<file path="src/rtl/hex_seg_decoder_if.sv">
// Beat and frame channels for hex_seg_decoder.
// HEX_SEG_BLANK_EN adds the per-digit blank_out flags.
interface hex_seg_decoder_if #(
   parameter int NUM_DIGITS = 6
);
   // Both channels are valid/ready: a transfer happens only at a rising clock
   // edge where valid and ready are both high. The producer holds its payload
   // stable while valid is high and ready is low; ready may not depend on valid.
   logic [6:0]              seg_in;
   logic [2:0]              digit_sel;
   logic                    seg_valid;
   logic                    seg_ready;
   logic [4*NUM_DIGITS-1:0] data_out;
   logic [NUM_DIGITS-1:0]   err_out;
   logic                    out_valid;
   logic                    out_ready;
   logic                    overrun;
`ifdef HEX_SEG_BLANK_EN
   logic [NUM_DIGITS-1:0]   blank_out;
`endif

   modport master (
      output seg_in, digit_sel, seg_valid, out_ready,
      input  seg_ready, data_out, err_out, out_valid, overrun
`ifdef HEX_SEG_BLANK_EN
      , input blank_out
`endif
   );

   modport slave (
      input  seg_in, digit_sel, seg_valid, out_ready,
      output seg_ready, data_out, err_out, out_valid, overrun
`ifdef HEX_SEG_BLANK_EN
      , output blank_out
`endif
   );
endinterface

</file>
<file path="src/rtl/hex_seg_decoder.sv">
// Collects (digit, segment pattern) beats into a frame of decoded hex nibbles.
// Optional feature macro HEX_SEG_BLANK_EN: all-off pattern is a legal blank digit.
module hex_seg_decoder #(
   parameter int NUM_DIGITS = 6,
   parameter bit ACTIVE_LOW = 1'b1
) (
   input  logic                clk,
   input  logic                reset,
   hex_seg_decoder_if.slave    bus,
   output logic                state_dbg
);
   typedef enum logic {COLLECT = 1'b0, HOLD = 1'b1} state_t;

   state_t                  state, state_next;
   logic [NUM_DIGITS-1:0]   mask;
   logic [NUM_DIGITS-1:0]   sel_bit;
   logic [4*NUM_DIGITS-1:0] data_q;
   logic [NUM_DIGITS-1:0]   err_q;
   logic                    overrun_q;
   logic                    in_range;
   logic                    accept;
   logic                    handshake;
   logic [6:0]              pat;
   logic [4:0]              dec;

   // Returns {err, nibble}; patterns are active-low g..a.
   function automatic logic [4:0] decode(input logic [6:0] p);
      case (p)
         7'h40: decode = 5'h00;
         7'h79: decode = 5'h01;
         7'h24: decode = 5'h02;
         7'h30: decode = 5'h03;
         7'h19: decode = 5'h04;
         7'h12: decode = 5'h05;
         7'h02: decode = 5'h06;
         7'h78: decode = 5'h07;
         7'h00: decode = 5'h08;
         7'h18: decode = 5'h09;
         7'h08: decode = 5'h0A;
         7'h03: decode = 5'h0B;
         7'h46: decode = 5'h0C;
         7'h21: decode = 5'h0D;
         7'h06: decode = 5'h0E;
         7'h0E: decode = 5'h0F;
`ifdef HEX_SEG_BLANK_EN
         7'h7F: decode = 5'h00;
`endif
         default: decode = 5'h10;
      endcase
   endfunction

   assign pat       = ACTIVE_LOW ? bus.seg_in : ~bus.seg_in;
   assign dec       = decode(pat);
   assign in_range  = 32'(bus.digit_sel) < NUM_DIGITS;
   assign accept    = bus.seg_valid && (state == COLLECT) && in_range;
   assign handshake = (state == HOLD) && bus.out_ready;

   always_comb begin
      sel_bit = '0;
      for (int d = 0; d < NUM_DIGITS; d++)
         if (bus.digit_sel == 3'(d)) sel_bit[d] = 1'b1;
   end

   always_ff @(posedge clk or posedge reset) begin
      if (reset) state <= COLLECT;
      else       state <= state_next;
   end

   always_comb begin
      state_next = state;
      case (state)
         COLLECT: if (accept && ((mask | sel_bit) == {NUM_DIGITS{1'b1}})) state_next = HOLD;
         HOLD:    if (bus.out_ready) state_next = COLLECT;
         default: state_next = COLLECT;
      endcase
   end

   always_comb begin
      bus.seg_ready = (state == COLLECT);
      bus.out_valid = (state == HOLD);
      state_dbg     = state;
   end

`ifdef HEX_SEG_BLANK_EN
   logic [NUM_DIGITS-1:0] blank_q;
   assign bus.blank_out = blank_q;
`endif

   // Dropped beats (HOLD or out-of-range index) mark overrun; it stays set until reset.
   always_ff @(posedge clk or posedge reset) begin
      if (reset) begin
         data_q    <= '0;
         err_q     <= '0;
         mask      <= '0;
         overrun_q <= 1'b0;
`ifdef HEX_SEG_BLANK_EN
         blank_q   <= '0;
`endif
      end else begin
         if (bus.seg_valid && !accept) overrun_q <= 1'b1;
         if (handshake) mask <= '0;
         for (int d = 0; d < NUM_DIGITS; d++) begin
            if (accept && sel_bit[d]) begin
               data_q[4*d +: 4] <= dec[3:0];
               err_q[d]         <= dec[4];
               mask[d]          <= 1'b1;
`ifdef HEX_SEG_BLANK_EN
               blank_q[d]       <= (pat == 7'h7F);
`endif
            end
         end
      end
   end

   assign bus.data_out = data_q;
   assign bus.err_out  = err_q;
   assign bus.overrun  = overrun_q;
endmodule

</file>
<file path="src/flat_wrapper.sv">
// flat-port wrapper written by rule: the top's interface ports become plain ports
module hex_seg_decoder_flat 
#(
   parameter int NUM_DIGITS = 6,
   parameter bit ACTIVE_LOW = 1'b1
)
  (clk, reset, state_dbg, bus_seg_in, bus_digit_sel, bus_seg_valid, bus_out_ready, bus_seg_ready, bus_data_out, bus_err_out, bus_out_valid, bus_overrun);
  hex_seg_decoder_if #(.NUM_DIGITS(NUM_DIGITS)) bus_i ();
  input  logic clk;
  input  logic reset;
  output logic state_dbg;
  input wire logic [$bits(bus_i.seg_in)-1:0] bus_seg_in;
  input wire logic [$bits(bus_i.digit_sel)-1:0] bus_digit_sel;
  input wire logic [$bits(bus_i.seg_valid)-1:0] bus_seg_valid;
  input wire logic [$bits(bus_i.out_ready)-1:0] bus_out_ready;
  output wire logic [$bits(bus_i.seg_ready)-1:0] bus_seg_ready;
  output wire logic [$bits(bus_i.data_out)-1:0] bus_data_out;
  output wire logic [$bits(bus_i.err_out)-1:0] bus_err_out;
  output wire logic [$bits(bus_i.out_valid)-1:0] bus_out_valid;
  output wire logic [$bits(bus_i.overrun)-1:0] bus_overrun;
  assign bus_i.seg_in = bus_seg_in;
  assign bus_i.digit_sel = bus_digit_sel;
  assign bus_i.seg_valid = bus_seg_valid;
  assign bus_i.out_ready = bus_out_ready;
  assign bus_seg_ready = bus_i.seg_ready;
  assign bus_data_out = bus_i.data_out;
  assign bus_err_out = bus_i.err_out;
  assign bus_out_valid = bus_i.out_valid;
  assign bus_overrun = bus_i.overrun;
  hex_seg_decoder #(.NUM_DIGITS(NUM_DIGITS), .ACTIVE_LOW(ACTIVE_LOW)) u_core (.clk(clk), .reset(reset), .bus(bus_i), .state_dbg(state_dbg));
endmodule
</file>
<file path="config.mk">
export PLATFORM = sky130hd
export DESIGN_NAME = hex_seg_decoder_flat
export DESIGN_NICKNAME = d
export VERILOG_FILES = /design/src/rtl/hex_seg_decoder_if.sv /design/src/rtl/hex_seg_decoder.sv /design/src/flat_wrapper.sv
export SDC_FILE = /design/constraint.sdc
export NUM_CORES = 1
export LEC_CHECK = 0
export CAP_MARGIN = 0
export CORE_UTILIZATION = 35
export CTS_CLUSTER_DIAMETER = 80
export DETAILED_ROUTE_END_ITERATION = 6
export PLACE_DENSITY_LB_ADDON = 0.2
export SLEW_MARGIN = 5
export SYNTH_ARGS = -nofsm -noshare
export SYNTH_HDL_FRONTEND = slang
export SYNTH_SLANG_ARGS = --single-unit
</file>
<file path="constraint.sdc">
create_clock -name clk -period 1.52 [get_ports clk]
set_input_delay 0.152 -clock clk [delete_from_list [all_inputs] [get_ports clk]]
set_output_delay 0.152 -clock clk [all_outputs]
set_load 0.01 [all_outputs]
</file>
==> run_results.csv <==
group,metric,value,unit
critical_path,timing.critical_path.from_type,"flip-flop",
synthesis,synth_nets,222,
floorplanning,die_span_in_y,79.5,um
critical_path,cp_slowest_stage_delay,460,ps
power,p_per_area,994,nW/um^2
critical_path,worst-path-max-fanout,8,
synthesis,synth_cell_type_count,49,
final_layout,diodes,0,
final_layout,layout.cells.most_common_list,"dfrtp_1, clkdlybuf4s50_1, buf_4",
critical_path,reg2reg_depth,4,
run,max_cap_viol_count,0,
critical_path,r2r_start,"u_core.bus.out_valid",
cts,ctsLongestPathBuffers,2,
floorplanning,design.die.area,6320,um^2
synthesis,syn_area,2100,um^2
global_routing,first_pass_grt_wire_length,8.72,mm
min_path,worst_hold_path_type,"input port to async pin",
detailed_routing,route.vias.total,1823,
place,number_of_instances_in_the_placed_design,349,
sta,setup_viol,4,
detailed_routing,routed_wire_length_per_instance,14.3,um
critical_path,critical_path_class,"flip-flop to flip-flop",
sta,timing.final.ws_setup,-14.7,ps
sta,max_freq,0.652,GHz
final_layout,finish.net_count,304,
place,place_congestion,0.806,
detailed_routing,detail_route.iter0.violations,49,
sta,final_max_slew_viol_count,0,
cts,tritoncts,"done",
place,io_buffers,47,
cts,cts_root_buf,"clkbuf_8",
sta,final-hold-violation-count,0,
floorplanning,rows,27,
detailed_routing,detail_route.vias_per_cell,5.02,
sta,slew_margin_rel,0.736,
critical_path,worst_ep_arrival_time,1720,ps
cts,clk_latency,280,ps
sta,rsz0062_at_grt,"true",
global_routing,grt_usage,0.179,
detailed_routing,drcViolationCount,0,
cts,cts_sinks,38,
detailed_routing,totalWireLength,5.20,mm
cts,tritoncts_buffers,5,
critical_path,reg2reg_setup_slack,-10,ps
sta,worst_slew_pin_slew,393,ps
floorplanning,floorplan.die.width,79.5,um
floorplanning,coreArea,5640,um^2
final_layout,final_cell_count_no_fill,363,
synthesis,synthTopCellsByArea,"dfrtp_1, nand2_1, mux2_2, o41ai_2, buf_6",
synthesis,synth.avg_cell_area,10.1,um^2
place,post-dp-hpwl,3.71,mm
final_layout,fin_util,0.563,
synthesis,yosysTopAreaCellShare,0.452,
power,p_leak,1.41,nW
critical_path,cpMaxStageDelayCell,"or3b_4",
sta,period_share,1.01,
sta,final.hold.worst_slack,212,ps
final_layout,fraction_of_layout_cells_with_a_size_suffix_above_1,0.344,
detailed_routing,drt_first_pass_iters,4,
synthesis,yosys.area.top_type,"dfrtp_1",
final_layout,flow.area_growth_from_synthesis,50.9,%
sta,finalWorstPathRequiredPeriod,1530,ps
sta,finClkSkew,5.51,ps
power,max-vdd-ir-drop,0.000582,V
synthesis,postSynthRegisterBits,38,
global_routing,first_global_vias,1819,
cts,cts.reportedPaths.clkPinSlew,70,ps
critical_path,crit-reg2reg-capture,"u_core.bus.err_out[2]",
synthesis,synth_cells,208,
floorplanning,initial_utilization,0.373,
critical_path,path_cells,"or3b_4, or2_4, buf_6, o41ai_4",
critical_path,worst_ep_required_time,1700,ps
detailed_routing,ant_nets,0,
global_routing,grt_overflow,0,
floorplanning,ios,48,
global_routing,grt_max_degree,39,
synthesis,synth-seq-area-share,0.452,
final_layout,layout.cells.most_common,"dfrtp_1",
critical_path,cp-end-kind,"flip-flop",
synthesis,ys_warn_count,0,
cts,cts_hold_repair.buffers,0,
status,failed_checks,"negative setup slack",
cts,cts_htree_levels,2,
global_routing,number_of_antenna_violations_at_the_first_check_in_global_routing,0,
status,status,"finished with violations",
==> per-stage QoR <==
stage | setup slack, ps | total power [W] | setup TNS [ps] | area, um^2
floorplan | -124 | 0.00189 | -748 | 2110
global placement | -473 | 0.00237 | -13120 | 2880
detailed placement | -490 | 0.00239 | -13300 | 2880
CTS | -10.0 | 0.00314 | -19.4 | 3070
global route | -83.6 | 0.00338 | -940 | 3170
finish | -14.7 | 0.00316 | -42.7 | 3170
==> cells in the mapped netlist, drive strengths merged <==
| cell type | count |
|---|---|
| a32oi | 1 |
| nand2b | 5 |
| a2bb2oi | 1 |
| a31oi | 2 |
| dfrtp | 38 |
| nor2b | 1 |
| xor2 | 2 |
| nor4 | 1 |
| a21oi | 5 |
| buf | 13 |
| xnor2 | 1 |
| mux2 | 12 |
| nand4 | 1 |
| o21bai | 2 |
| clkbuf | 6 |
| o32ai | 2 |
| nor3 | 7 |
| or4b | 2 |
| o31ai | 1 |
| nor4bb | 1 |
| a22oi | 6 |
| nand3 | 4 |
| a21o | 3 |
| or3b | 2 |
| o22ai | 2 |
| or2 | 8 |
| nand3b | 3 |
| or3 | 2 |
| a211oi | 1 |
| inv | 2 |
| o21ai | 12 |
| o41ai | 6 |
| nor2 | 10 |
| a2bb2o | 2 |
| mux2i | 1 |
| nand2 | 37 |
| o22a | 1 |
| nor4b | 1 |
| a32o | 1 |
==> cell families after synthesis <==
group / count (synthesis) / share of synthesized area
AND/OR/NAND/NOR: 85 / 0.201
flip-flops: 38 / 0.452
multiplexers: 13 / 0.0690
AO/OA/AOI/OAI: 48 / 0.198
XOR/XNOR: 3 / 0.0125
buffers and inverters: 21 / 0.0672
==> power by group <==
part	internal, W	switching [W]
clock	0.000366	0.000332
sequential	0.00122	0.000142
combinational	0.000630	0.000472
==> critical path: cells and delay by family (launching register included) <==
family | cells | cell delay [ps]
and+or+nand+nor | 2 | 720
AOI/OAI and AO/OA | 1 | 190
buffers and inverters | 1 | 130
DFF | 1 | 390
==> how the worst max path moves through the flow <==
stage                               from                       to  slack, ps  cells after the start
finish              u_core.bus.out_valid    u_core.bus.err_out[2]        -10                      4
global route        u_core.bus.out_valid    u_core.bus.err_out[0]        -80                      4
CTS                 u_core.bus.out_valid    u_core.bus.err_out[3]        -10                      6
detailed placement         bus_seg_valid  u_core.bus.data_out[16]       -490                      5
global placement           bus_seg_valid  u_core.bus.data_out[16]       -470                      5
floorplan           u_core.bus.out_valid    u_core.bus.err_out[4]       -120                      5
==> sequential cells by signal, summed over array words and instances, names as in the netlist <==
register and cells:
u_core.bus.data_out 24, u_core.bus.err_out 6, u_core.bus.out_valid 1, u_core.bus.overrun 1, u_core.mask 6
==> timing repair <==
| action | CTS | global route |
|---|---|---|
| pin swaps | 5 | 6 |
| buffers inserted | 2 | 3 |
| endpoints found under the setup margin | 31 | 27 |
| gates resized for setup | 34 | 21 |
| cloned | 1 | 0 |
==> metal layers <==
metal  vias to the layer above  wire (um)  global-route usage
met5                         -          0                   0
met4                         0         59              0.0764
li1                        904          -                   -
met2                        44       2430               0.277
met1                       868       2500               0.239
met3                         7        213              0.0400
==> area by class of cell <==
| cell class | count | area, um^2 |
|---|---|---|
| clock buffer | 7 | 86.3 |
| clock inverter | 1 | 5.00 |
| fill | 477 | 2470 |
| inverter | 2 | 7.51 |
| multi-input combinational | 150 | 1150 |
| sequential | 38 | 951 |
| tap | 72 | 90.1 |
| timing repair buffer | 93 | 880 |
(Power assumes the default switching activity.)
